### config.mk
export PLATFORM = sky130hd
export DESIGN_NAME = sum_accumulator
export DESIGN_NICKNAME = d
export VERILOG_FILES = /design/src/rtl/sum_acc_pkg.sv /design/src/rtl/sum_accumulator.sv
export SDC_FILE = /design/constraint.sdc
export NUM_CORES = 1
export LEC_CHECK = 0
export CORE_ASPECT_RATIO = 1.25
export CORE_MARGIN = 1
export CORE_UTILIZATION = 42
export DETAILED_ROUTE_END_ITERATION = 8
export HOLD_SLACK_MARGIN = 0.05
export PLACE_DENSITY = 0.84
export SYNTH_ARGS = -nofsm -noshare
export SYNTH_HDL_FRONTEND = slang
export SYNTH_SLANG_ARGS = --single-unit
### constraint.sdc
create_clock -name clk -period 2.05 [get_ports clk]
set_input_delay 0.41 -clock clk [delete_from_list [all_inputs] [get_ports clk]]
set_output_delay 0.41 -clock clk [all_outputs]
set_load 0.005 [all_outputs]
### src/rtl/sum_acc_pkg.sv
// Shared types for the windowed sum accumulator: FSM state encoding and count width.
// Imported by sum_accumulator.
package sum_acc_pkg;

    typedef enum logic {
        ACCUM = 1'b0,
        HOLD  = 1'b1
    } state_t;

    localparam int CNT_W = 4;

endpackage

### src/rtl/sum_accumulator.sv
// Sums WINDOW unsigned samples (or fewer on flush) and presents the total with count and overflow flag.
// Latency: result valid 1 cycle after the closing accept; held until out_valid && out_ready.
// Backpressure: in_ready drops while a result is held; SUM_ACC_SAT_EN selects saturating vs wrapping totals.
module sum_accumulator
    import sum_acc_pkg::*;
#(
    parameter int DATA_W = 8,
    parameter int WINDOW = 8,
    parameter int ACC_W  = 10
) (
    input  logic              clk,
    input  logic              reset,
    input  logic              in_valid,
    output logic              in_ready,
    input  logic [DATA_W-1:0] in_data,
    input  logic              flush,
    output logic              out_valid,
    input  logic              out_ready,
    output logic [ACC_W-1:0]  out_sum,
    output logic [CNT_W-1:0]  out_count,
    output logic              out_ovf
);

    state_t             state;
    state_t             state_nxt;
    logic [ACC_W-1:0]   acc;
    logic [ACC_W-1:0]   acc_nxt;
    logic [CNT_W-1:0]   cnt;
    logic               ovf;
    logic [ACC_W:0]     sum_ext;
    logic               carry;
    logic               accept;
    logic               last;

    assign accept  = in_valid && (state == ACCUM);
    assign last    = (cnt == CNT_W'(WINDOW - 1));
    assign sum_ext = {1'b0, acc} + {{(ACC_W + 1 - DATA_W){1'b0}}, in_data};
    assign carry   = sum_ext[ACC_W];

    // Once clamped, further adds carry again (or add zero), so all-ones persists for the window.
`ifdef SUM_ACC_SAT_EN
    assign acc_nxt = carry ? {ACC_W{1'b1}} : sum_ext[ACC_W-1:0];
`else
    assign acc_nxt = sum_ext[ACC_W-1:0];
`endif

    always_ff @(posedge clk or negedge reset) begin
        if (!reset) begin
            state <= ACCUM;
        end else begin
            state <= state_nxt;
        end
    end

    always_comb begin
        state_nxt = state;
        case (state)
            ACCUM: begin
                if (accept && (last || flush)) begin
                    state_nxt = HOLD;
                end else if (!accept && flush && (cnt != '0)) begin
                    state_nxt = HOLD;
                end
            end
            HOLD: begin
                if (out_ready) begin
                    state_nxt = ACCUM;
                end
            end
            default: state_nxt = ACCUM;
        endcase
    end

    always_comb begin
        in_ready  = (state == ACCUM);
        out_valid = (state == HOLD);
        out_sum   = acc;
        out_count = cnt;
        out_ovf   = ovf;
    end

    always_ff @(posedge clk or negedge reset) begin
        if (!reset) begin
            acc <= '0;
            cnt <= '0;
            ovf <= 1'b0;
        end else if (state == HOLD) begin
            if (out_ready) begin
                acc <= '0;
                cnt <= '0;
                ovf <= 1'b0;
            end
        end else if (accept) begin
            acc <= acc_nxt;
            cnt <= cnt + CNT_W'(1);
            if (carry) begin
                ovf <= 1'b1;
            end
        end
    end

endmodule

==> results of run 1 <==
-- Yosys cell counts (all sizes together) --
master | instances | share of area
dfrtp | 16 | 0.40
nand2 | 13 | 0.048
nand4 | 1 | 0.0062
fa | 1 | 0.020
a2111oi | 2 | 0.017
xor2 | 2 | 0.017
ha | 10 | 0.12
or2b | 2 | 0.015
nor4b | 1 | 0.0087
o21bai | 1 | 0.0075
a31oi | 2 | 0.012
o311ai | 1 | 0.0087
nand2b | 1 | 0.0062
or3 | 1 | 0.0062
a21boi | 1 | 0.0075
o21ai | 15 | 0.075
nand3 | 1 | 0.0050
o21a | 2 | 0.015
a21o | 2 | 0.015
nor2b | 1 | 0.0062
buf | 2 | 0.0099
a21oi | 6 | 0.030
inv | 7 | 0.026
o41ai | 1 | 0.0087
o31ai | 1 | 0.0075
or2 | 1 | 0.0062
nor2 | 5 | 0.019
a211oi | 2 | 0.015
o211ai | 1 | 0.0075
a22o | 3 | 0.026
a32o | 2 | 0.020
nor4 | 1 | 0.0062
-- cell families after synthesis --
| logic type | count (synthesis) |
|---|---|
| AOI/OAI and AO/OA | 42 |
| and+or+nand+nor | 28 |
| DFF | 16 |
| adders and majority gates | 11 |
| buffers and inverters | 9 |
| xor gates and xnor gates | 2 |
-- final timing paths --
| path | end | slack [ns] | depth (start not counted) |
|---|---|---|---|
| min in group clk | out_ovf | 0.53 | 1 |
| max in group asynchronous | out_sum[0] | 1.44 | 2 |
| worst max register to register | out_sum[6] | 0.05 | 9 |
| worst max-delay path | out_sum[9] | 0.01 | 8 |
| worst min-delay path | out_sum[9] | 0.42 | 2 |
| worst min register to register | out_ovf | 0.53 | 1 |
-- worst register-to-register path, delay by kind of cell (launching register included) --
family | cells | cell delay (ns)
flip-flops | 1 | 0.39
AND/OR/NAND/NOR | 2 | 0.46
adder cells (fa/ha/maj) | 2 | 0.37
buffers and inverters | 2 | 0.18
AO/OA/AOI/OAI | 3 | 0.49
-- power by group through the flow --
| stage | Combinational [mW] | Clock (mW) | Sequential [mW] |
|---|---|---|---|
| 2_1_floorplan | 0.530 | 0 | 0.531 |
| 3_3_place_gp | 1.05 | 0 | 0.530 |
| 3_5_place_dp | 1.08 | 0 | 0.540 |
| 4_1_cts | 1.25 | 0.212 | 0.541 |
| 5_1_grt | 1.47 | 0.232 | 0.561 |
| 6_report | 1.36 | 0.220 | 0.548 |
-- routing by layer --
layer / track usage / part of all wire / vias to the layer above
met5: 0 / 0 / -
li1: - / - / 514
met1: 0.279 / 0.37 / 543
met2: 0.476 / 0.50 / 57
met4: 0.118 / 0.065 / 0
met3: 0.0579 / 0.064 / 22
-- per-stage QoR --
stage	std cells	power, mW	setup TNS, ns	hold WS (ns)
2_1_floorplan	108	1.06	0	0.114
3_3_place_gp	188	1.58	-2.08	0.475
3_5_place_dp	188	1.62	-2.72	0.503
4_1_cts	194	2.00	-0.0243	0.445
5_1_grt	195	2.26	-0.0882	0.453
6_report	195	2.12	0	0.417
-- timing repair --
| action | CTS | global route |
|---|---|---|
| resized for setup | 19 | 6 |
| pin swaps | 10 | 7 |
| buffers inserted | 2 | 1 |
| endpoints found under the setup margin | 6 | 6 |
-- sequential cells by signal, indices dropped and copies added, names as in the netlist --
name,cells
out_count,4
out_ovf,1
out_sum,10
out_valid,1
-- cell type report --
class | instances | area (um2)
Inverter | 7 | 26.3
Sequential cell | 16 | 400
Tap cell | 31 | 38.8
Timing Repair Buffer | 54 | 482
Clock buffer | 4 | 36.3
Fill cell | 170 | 586
Multi-Input combinational cell | 83 | 666
==> run_results.csv, run 1 <==
group,metric,value,unit
floorplanning,ios,30,
placed_design,placed_area,1490,um2
power_and_ir_drop,clkPwrFrac,0.104,
placed_design,io_buffers,29,
clock_tree,cts-htree-levels,1,
setup_path,cp-end-kind,"flop",
synth,syn-num-nets,132,
clock_tree,cts_buffers,3,
global_routing,grt_pass1_wl,4950,um
setup_path,critPathKind,"input pin to flop",
power_and_ir_drop,p_seq_frac,0.258,
setup_path,rr_startpoint,"out_sum[0]",
setup_path,cpLargestDelayFamily,"compound AO/OA/AOI/OAI gates",
synth,synth_cells,108,
setup_path,cp_slowest_cell,"clkdlybuf4s50_1",
detailed_routing,drc,0,
setup_path,path_cells,"clkdlybuf4s50_1 > ha_4 > buf_4 > a2111oi_2 > a21oi_1 > a31oi_1 > o211ai_1 > o31ai_1",
sta,setup_viol,0,
synth,synth-compound-area-share,0.272,
final_layout,drive_gt1_frac,0.268,
synth,muxShareOfSynthArea,0,
setup_path,cp-startpoint,"in_data[4]",
power_and_ir_drop,swShare,0.399,
synth,ys_seq_elements,16,
clock_tree,clk_latency,0.31,ns
synth,synth_xor_area_frac,0.0174,
final_layout,diodes,0,
floorplanning,core_region_area,2230,um2
synth,synth-adder-area-share,0.144,
floorplanning,start_util,0.451,
sta,worst_slack,0.0141,ns
final_layout,syn_to_final_growth,63.7,%
hold_path,hp-class,"input pin to async pin",
clock_tree,cts_tree,"done",
detailed_routing,firstDrtPassIters,4,
placed_design,place_ws,-0.527,ns
global_routing,grt_usage,0.265,
floorplanning,die_height,56.8,um
detailed_routing,drt_wl_total,3350,um
run,cap_violations,0,
sta,max_freq,0.491,GHz
floorplanning,dieArea,2600,um2
floorplanning,num_rows,19,
final_layout,final_cell_mix,"26 x clkdlybuf4s50_1, 24 x buf_4, 16 x dfrtp_1",
clock_tree,cts_sinks,16,
power_and_ir_drop,powerDensity,1290,nW/um2
global_routing,grt_overflow_total,0,
setup_path,worstSetupStartpointType,"input pin",
clock_tree,postCtsHoldBufs,0,
power_and_ir_drop,p_int,1.28,mW
detailed_routing,drtIter0Drc,43,
clock_tree,cts_root_buffer,"clkbuf_4",
setup_path,max_stage_delay,0.55,ns
power_and_ir_drop,ir_drop,0.754,mV
detailed_routing,routed_via_density,5.83,
global_routing,grt_max_degree,17,
sta,maxSlewViolCount,0,
power_and_ir_drop,p_leak,0.742,nW
clock_tree,ctsLongestPathBuffers,2,
final_layout,finish.utilization,0.738,
detailed_routing,avgRoutedWirePerCell,17.2,um
floorplanning,chipWidth,45.8,um
sta,skew,0.00407,ns
setup_path,path_max_fanout,3,
global_routing,grt_pass1_vias,1145,
placed_design,dpl.hpwl,1990,um
power_and_ir_drop,comb_power_share,0.638,
run_status,status,"finished, final reports clean",
clock_tree,cts.clk_slew.worst_paths,0.10,ns
global_routing,antenna_found_initial,0,
final_layout,layout.nets,189,
sta,post-route-period-util,0.993,
setup_path,crit_arrival,2.25,ns
sta,max-slew-margin-rel,0.318,
sta,rsz0062_at_grt,"yes",
final_layout,finalInstanceArea,1650,um2
setup_path,crit_buf_inv,2,
detailed_routing,dr_total_vias,1136,
final_layout,final_common_cell,"clkdlybuf4s50_1",
placed_design,place_congestion,0.851,
detailed_routing,ant_nets,0,
synth,yosys.area_share.simple,0.133,
synth,syn-cell-area,1010,um2
sta,hold_viol_final,0,
setup_path,cp.required,2.27,ns
synth,synth_cell_types,33,
power_and_ir_drop,p_switching,0.848,mW
sta,worst_pin_slew,1.02,ns
synth,yosysSeqAreaShare,0.398,
sta,min_period,2.04,ns
synth,synth_area_per_cell,9.33,um2
synth,yosysWarningCount,0,
synth,synth_top_family_by_area,"compound AO/OA/AOI/OAI gates",
Note: power is estimated with default switching activity, not from simulation.
==> run 2: changes to the inputs <==
--- a/config.mk
+++ b/config.mk
@@ -7,10 +7,10 @@
 export LEC_CHECK = 0
 export CORE_ASPECT_RATIO = 1.25
 export CORE_MARGIN = 1
-export CORE_UTILIZATION = 42
+export CORE_UTILIZATION = 46
 export DETAILED_ROUTE_END_ITERATION = 8
 export HOLD_SLACK_MARGIN = 0.05
-export PLACE_DENSITY = 0.84
+export PLACE_DENSITY = 0.89
 export SYNTH_ARGS = -nofsm -noshare
 export SYNTH_HDL_FRONTEND = slang
 export SYNTH_SLANG_ARGS = --single-unit
==> run 2 against run 1 <==
The flow now finishes with violations (design-rule violations). Non-clock buffer count down 6. Combinational power decreased by 14%. Power fell by 9.1%. Register-to-register slack better by 0.02 ns. Sequential cell count did not move. Largest power group unchanged. Highest routed layer unchanged.
==> run_results.csv, run 2 (synthesized netlist as in run 1, its figures left out) <==
group,metric,value,unit
run_status,status,"finished with violations",
run_status,violations,"design-rule violations",
placed_design,dpl.hpwl,1980,um
final_layout,syn_to_final_growth,53.3,%
global_routing,grt_usage,0.254,
sta,maxSlewViolCount,0,
setup_path,critPathKind,"input pin to flop",
detailed_routing,drt_wl_total,2750,um
sta,hold_viol_final,0,
floorplanning,die_height,54.3,um
sta,skew,0.0108,ns
sta,worst_pin_slew,0.901,ns
sta,setup_viol,0,
global_routing,grt_pass1_vias,1046,
setup_path,cp-end-kind,"flop",
power_and_ir_drop,power,1.93,mW
setup_path,rr_startpoint,"out_sum[0]",
sta,rsz0062_at_grt,"yes",
power_and_ir_drop,p_seq_frac,0.280,
power_and_ir_drop,powerDensity,1250,nW/um2
power_and_ir_drop,p_leak,0.699,nW
power_and_ir_drop,comb_power_share,0.608,
sta,final.setup.tns,0,ns
power_and_ir_drop,clkPwrFrac,0.112,
global_routing,grt_max_degree,17,
detailed_routing,drc,4,
hold_path,hp-class,"input pin to async pin",
detailed_routing,routed_via_density,5.89,
detailed_routing,drtIter0Drc,29,
final_layout,final_common_cell,"clkdlybuf4s50_1",
setup_path,path_max_fanout,3,
final_layout,finalInstanceArea,1540,um2
setup_path,r2r-end,"out_sum[6]",
clock_tree,postCtsHoldBufs,0,
placed_design,io_buffers,29,
setup_path,path_cells,"clkdlybuf4s50_1 > ha_1 > a21o_1 > nor4_1 > nor4b_2 > o21a_1",
final_layout,diodes,0,
clock_tree,clk_latency,0.30,ns
floorplanning,dieArea,2380,um2
power_and_ir_drop,ir_drop,0.808,mV
setup_path,worstSetupStartpointType,"input pin",
clock_tree,cts_buffers,3,
detailed_routing,avgRoutedWirePerCell,15.5,um
final_layout,largest_register_ffs,10,
clock_tree,ctsLongestPathBuffers,2,
placed_design,place_congestion,0.867,
power_and_ir_drop,swShare,0.392,
floorplanning,ios,30,
floorplanning,num_rows,18,
setup_path,cp.required,2.25,ns
run,cap_violations,0,
detailed_routing,firstDrtPassIters,6,
final_layout,drive_gt1_frac,0.209,
detailed_routing,dr_total_vias,1048,
global_routing,grt_pass1_wl,4410,um
clock_tree,cts_root_buffer,"clkbuf_4",
clock_tree,cts_sinks,16,
setup_path,reg2regPathDepth,9,
setup_path,crit_arrival,2.22,ns
global_routing,grt_overflow_total,0,
sta,max-slew-margin-rel,0.399,
setup_path,crit_buf_inv,1,
sta,max_freq,0.496,GHz
setup_path,cpLargestDelayFamily,"simple AND/OR/NAND/NOR gates",
detailed_routing,ant_nets,0,
clock_tree,cts-htree-levels,1,
final_layout,final_cell_mix,"28 x clkdlybuf4s50_1, 19 x buf_4, 16 x dfrtp_1",
clock_tree,cts_tree,"done",
global_routing,antenna_found_initial,0,
floorplanning,core_region_area,2030,um2
sta,min_period,2.02,ns
floorplanning,chipWidth,43.9,um
floorplanning,start_util,0.497,
power_and_ir_drop,p_switching,0.756,mW
final_layout,finish.utilization,0.762,
final_layout,layout.nets,183,
setup_path,cp_slowest_cell,"nor4_1",
setup_path,max_stage_delay,0.52,ns
clock_tree,cts.clk_slew.worst_paths,0.10,ns
sta,post-route-period-util,0.983,
power_and_ir_drop,p_int,1.17,mW
setup_path,r2r_setup_slack,0.07,ns
placed_design,placed_area,1450,um2
==> run 2: worst max path at each step <==
| stage | startpoint | to | slack [ns] | cells past startpoint |
|---|---|---|---|---|
| finish | in_data[7] | out_ovf | 0.03 | 6 |
| global route | in_data[1] | out_sum[6] | -0.04 | 9 |
| CTS | out_sum[0] | out_sum[6] | -0.02 | 9 |
| detailed placement | in_data[0] | out_sum[6] | -0.47 | 10 |
| global placement | in_data[0] | out_sum[6] | -0.41 | 10 |
| floorplan | in_data[0] | out_sum[8] | 0.08 | 8 |
==> run 2: metrics by stage <==
stage | cells | setup WS, ns | hold WS, ns
finish | 178 | 0.0338 | 0.411
global route | 178 | -0.0395 | 0.450
CTS | 177 | -0.0154 | 0.420
detailed placement | 173 | -0.466 | 0.481
floorplan | 108 | 0.0804 | 0.114
global placement | 173 | -0.408 | 0.476
==> run 2: area by class of cell <==
| class | instances | area (um2) |
|---|---|---|
| Clock buffer | 4 | 36.3 |
| Fill cell | 132 | 483 |
| Inverter | 7 | 26.3 |
| Multi-Input combinational cell | 83 | 624 |
| Sequential cell | 16 | 400 |
| Tap cell | 20 | 25.0 |
| Timing Repair Buffer | 48 | 432 |
==> run 2: repair_timing <==
| item | CTS | global route |
|---|---|---|
| resized for setup | 10 | 5 |
| buffers inserted | 0 | 1 |
| setup endpoints to repair | 5 | 5 |
| pin swaps | 6 | 7 |
==> run 2: routing by layer <==
layer  up-vias  global-route usage  wire (um)
li1        502                   -          -
met1       504               0.270       1160
met2        36               0.480       1410
met3         6              0.0264        116
met4         0               0.157         67
met5         -                   0          0
==> run 2: power by group through the flow <==
| stage | Combinational (mW) | Sequential, mW | Clock (mW) |
|---|---|---|---|
| floorplan | 0.530 | 0.531 | 0 |
| global placement | 1.02 | 0.532 | 0 |
| detailed placement | 1.06 | 0.539 | 0 |
| CTS | 1.11 | 0.539 | 0.217 |
| global route | 1.28 | 0.560 | 0.227 |
| finish | 1.17 | 0.541 | 0.217 |
==> run 3: changes to the inputs <==
--- a/config.mk
+++ b/config.mk
@@ -5,9 +5,11 @@
 export SDC_FILE = /design/constraint.sdc
 export NUM_CORES = 1
 export LEC_CHECK = 0
+export CELL_PAD_IN_SITES_DETAIL_PLACEMENT = 1
+export CELL_PAD_IN_SITES_GLOBAL_PLACEMENT = 2
 export CORE_ASPECT_RATIO = 1.25
 export CORE_MARGIN = 1
-export CORE_UTILIZATION = 46
+export CORE_UTILIZATION = 27
 export DETAILED_ROUTE_END_ITERATION = 8
 export HOLD_SLACK_MARGIN = 0.05
 export PLACE_DENSITY = 0.89
==> run 3 against run 2 <==
The run now ends clean. Critical path depth up 1. Sequential cell count unchanged. Worst setup slack improved by 0.016 ns. Largest cell class unchanged.
==> run_results.csv, run 3 (synthesized netlist as in run 1, its figures left out) <==
group,metric,value,unit
clock_tree,cts_sinks,16,
clock_tree,cts.clk_slew.worst_paths,0.07,ns
final_layout,diodes,0,
sta,worst_slack,0.0501,ns
floorplanning,ios,30,
floorplanning,start_util,0.287,
clock_tree,clk_latency,0.25,ns
final_layout,finalInstanceArea,1620,um2
setup_path,cp_slowest_cell,"clkdlybuf4s50_1",
clock_tree,cts-htree-levels,1,
sta,max-slew-margin-rel,0.541,
setup_path,critPathKind,"input pin to flop",
detailed_routing,drt_wl_total,3200,um
final_layout,fillCellCount,407,
detailed_routing,drtIter0Drc,21,
sta,final.setup.tns,0,ns
setup_path,cp-end-kind,"flop",
setup_path,r2r-end,"out_sum[6]",
floorplanning,chipWidth,56.6,um
clock_tree,cts_tree,"done",
final_layout,final_cell_mix,"26 x clkdlybuf4s50_1, 16 x dfrtp_1, 16 x buf_4",
setup_path,cp.required,2.19,ns
floorplanning,dieArea,3980,um2
power_and_ir_drop,p_leak,0.708,nW
final_layout,syn_to_final_growth,60.5,%
sta,hold_viol_final,0,
detailed_routing,avgRoutedWirePerCell,16.5,um
run_status,status,"finished, final reports clean",
global_routing,antenna_found_initial,0,
run,cap_violations,0,
setup_path,crit_arrival,2.14,ns
detailed_routing,ant_nets,0,
setup_path,path_cells,"clkdlybuf4s50_1 > ha_4 > nand2b_4 > a21oi_4 > o21a_1 > or3_1 > a32o_1",
floorplanning,core_region_area,3510,um2
clock_tree,cts_root_buffer,"clkbuf_8",
setup_path,path_max_fanout,4,
sta,hold_slack,0.475,ns
final_layout,layout.nets,180,
placed_design,io_buffers,29,
detailed_routing,routed_via_density,5.34,
floorplanning,die_height,70.3,um
power_and_ir_drop,powerDensity,1280,nW/um2
global_routing,grt_pass1_vias,1182,
final_layout,finish.utilization,0.460,
power_and_ir_drop,power,2.07,mW
setup_path,crit_buf_inv,1,
setup_path,worstSetupStartpointType,"input pin",
final_layout,final_common_cell,"clkdlybuf4s50_1",
final_layout,final_cells,194,
sta,max_freq,0.500,GHz
detailed_routing,dr_total_vias,1035,
sta,setup_viol,0,
global_routing,grt_pass1_wl,5400,um
sta,min_period,2.00,ns
placed_design,dp_cells,188,
global_routing,grt_usage,0.171,
sta,post-route-period-util,0.976,
global_routing,grt_max_degree,17,
placed_design,place_congestion,0.813,
global_routing,grt_overflow_total,0,
detailed_routing,drc,0,
setup_path,reg2regPathDepth,8,
setup_path,max_stage_delay,0.55,ns
sta,maxSlewViolCount,0,
placed_design,dpl.hpwl,2320,um
final_layout,drive_gt1_frac,0.232,
detailed_routing,firstDrtPassIters,4,
final_layout,largest_register_ffs,10,
sta,rsz0062_at_grt,"yes",
setup_path,cpLargestDelayFamily,"buffers and inverters",
setup_path,r2r_setup_slack,0.13,ns
clock_tree,ctsLongestPathBuffers,2,
setup_path,rr_startpoint,"out_sum[0]",
hold_path,hp-class,"input pin to async pin",
clock_tree,cts_buffers,3,
placed_design,placed_area,1440,um2
power_and_ir_drop,ir_drop,0.684,mV
floorplanning,num_rows,24,
placed_design,place_ws,-0.594,ns
sta,worst_pin_slew,0.689,ns
sta,skew,0.00108,ns
## run 3: worst max-delay path by stage
stage | startpoint | end | slack [ns] | cells past startpoint
floorplan | in_data[0] | out_sum[8] | 0.08 | 8
global placement | in_data[0] | out_sum[8] | -0.46 | 9
detailed placement | in_data[0] | out_sum[8] | -0.59 | 9
CTS | in_data[4] | out_sum[9] | 0.002 | 7
global route | in_data[6] | out_sum[9] | -0.04 | 7
finish | in_data[2] | out_sum[6] | 0.05 | 7
## run 3: power by group
part           switching, mW  total (mW)  internal [mW]
Sequential             0.128       0.552          0.424
Clock                  0.114       0.284          0.170
Combinational          0.564        1.24          0.674
## run 3: layout make-up
cell class              instances  area [um2]  share of cell area
flip-flops and latches         16         400               0.248
well taps                      39        48.8              0.0302
multi-input cells              83         676               0.418
inverters                       7        26.3              0.0163
clock buffers                   4        55.1              0.0341
repair buffers                 45         410               0.254
## run 3: metal layers
metal | wire length (um) | up-vias | share of wire | track usage
met1 | 1300 | 512 | 0.41 | 0.198
li1 | - | 492 | - | -
met5 | 0 | - | 0 | 0
met2 | 1710 | 24 | 0.53 | 0.308
met3 | 127 | 7 | 0.040 | 0.0241
met4 | 60 | 0 | 0.019 | 0.0732
## run 3: what timing repair did
action,CTS,global route
pin swaps,8,2
hold buffers,0,0
gates resized for setup,15,9
setup buffers,1,1
endpoints found under the setup margin,7,5
## run 3: worst reg2reg max path, delay by kind of cell, from the launching register on
kind | cells | cell delay [ns]
adders and majority gates | 2 | 0.39
DFF | 1 | 0.38
and+or+nand+nor | 2 | 0.46
buffers and inverters | 1 | 0.06
AOI/OAI and AO/OA | 3 | 0.53
==> RTL edit (config.mk and constraints of run 2) <==
Reset style: synchronous (`reset`), changed in 2 clocked blocks.
--- a/src/rtl/sum_accumulator.sv
+++ b/src/rtl/sum_accumulator.sv
@@ -46,3 +46,3 @@
 
-    always_ff @(posedge clk or negedge reset) begin
+    always_ff @(posedge clk) begin
         if (!reset) begin
@@ -81,3 +81,3 @@
 
-    always_ff @(posedge clk or negedge reset) begin
+    always_ff @(posedge clk) begin
         if (!reset) begin
Behaviour: differs if reset is asserted again (counterexample within 4 cycles, from zero or initial values and one cycle with reset low); with reset held inactive, the same outputs for 10 cycles.
==> RTL edit against run 2 <==
Via count up 4.7%; critical path depth is 1 higher; critical endpoint is now out_sum[8]; worst setup slack better by 0.015 ns; first-iteration DRC count is 24% lower; largest cell class unchanged; routed wire length decreased by 1.8%; register-to-register slack better by 0.03 ns; sequential share of layout area down 4.9 points; sequential cell count stayed put; non-clock buffer count down 2; maximum frequency up 0.75%; design area fell by 0.81%; area after synthesis increased by 4.2%.
Power is not compared: it rests on default switching activity, and its combinational part moved more than twofold at a synthesized area within 25%.
==> RTL edit: results (changes against run 2) <==
Outcome
  – Outcome: complete, no violations

Logic synthesis
  – Top cells by count, synth: dfxtp_1, a21oi_1, ha_1
  – Xor and xnor area share after synthesis: 3.337% (+1.6 points)
  – Synth top area cells: dfxtp_1, ha_1, a21oi_1, nor2b_1, nand3_1
  – Synthesized Nets: 149 (+13%)
  – Distinct cell type count after synthesis: 35 (+6.1%)
  – Compound-Gate Fraction of Synth Area: 22.88% (-4.3 points)
  – Mux contribution to synthesized area: 0.9535% (+0.95 points)

Drt
  – Drt via density: 5.431 (-7.8%)
  – Avg WL per Cell: 13.39 µm (-13%)
  – DR iter-0 viols: 22 (-24%)
  – Metal3 WL: 103 µm (-11%)
  – Met1 Wirelength: 1137 µm (-1.6%)

STA
  – Max Clock Skew: 0.001755 ns (-0.009053 ns)

Global routing
  – M2 GR Usage: 43.07% (-4.9 points)
  – GR met1 Demand/Resource: 29.04% (+2.0 points)
  – Total GRT Usage: 24.90% (-0.52 points)

Worst setup path
  – Reg2Reg Depth: 8 (-1)
  – R2r setup slk: 0.10 ns (+0.03 ns)
  – Critical-path top delay cell: clkdlybuf4s50_1
  – Critical Path Start: in_data[3]
  – Worst Setup EP: out_sum[8]
  – Worst EP arrival: 2.20 ns (-0.02 ns)

Placed design
  – Dpl hpwl: 2018 µm (+2.0%)
  – Dpl cell area: 1474 µm² (+1.8%)
  – GPL Wtd Cong: 0.9002 (+3.8%)

Cells and area
  – Share of cells above drive strength 1: 17.54% (-3.3 points)
  – Filler cell count: 190 (+44%)
  – Register area: 321.6 µm² (-20%)

Min path
  – Hold WC Path Type: register to register

Clock network
  – Post-CTS Setup Bufs: 2 (+2)
==> RTL edit: changes by cell type after synthesis, sizes merged, moves of 4 or more <==
cell / change
dfrtp: -16
a21oi: +6
nor2b: +7
xnor2: +4
nand2: -5
dfxtp: +16
o21ai: -8
nor2: +4
nand3: +7
==> RTL edit: final cells by class <==
type	instances	area share, %
inverters	6	1.471
well taps	31	2.533
repair buffers	46	27.12
flip-flops and latches	16	21.00
multi-input cells	99	45.51
clock buffers	4	2.369
==> RTL edit: cells by family after synthesis <==
| kind of cell | count (synthesis) |
|---|---|
| xor gates and xnor gates | 4 |
| muxes | 1 |
| adders and majority gates | 11 |
| DFF | 16 |
| AOI/OAI and AO/OA | 35 |
| and+or+nand+nor | 48 |
| buffers and inverters | 10 |
==> RTL edit: worst min-delay path by stage <==
stage	start	slack [ns]	to	depth (start not counted)
6_report	out_ovf	0.49	out_ovf	2
3_5_place_dp	out_ovf	0.48	out_ovf	2
2_1_floorplan	out_ovf	0.47	out_ovf	2
5_1_grt	out_ovf	0.52	out_ovf	2
3_3_place_gp	out_ovf	0.47	out_ovf	2
4_1_cts	out_ovf	0.49	out_ovf	2
==> RTL edit: per-stage QoR <==
step	hold WS (ns)	total power (µW)	setup WS, ns	cells	setup TNS, ns
after floorplan	0.4659	586.9	0.08711	125	0
after global placement	0.4658	755.9	-0.4554	196	-1.696
after detailed placement	0.4763	770.7	-0.4880	196	-1.991
after CTS	0.4905	1001	0.07512	202	0
after global routing	0.5226	1061	0.009954	202	0
final	0.4872	1000	0.04884	202	0
==> RTL edit: power breakdown <==
part / switching (µW) / total, µW / internal, µW
logic: 179 / 410 / 231
clock network: 112 / 220 / 108
registers: 28.9 / 369 / 341
total: 320 / 1000 / 680
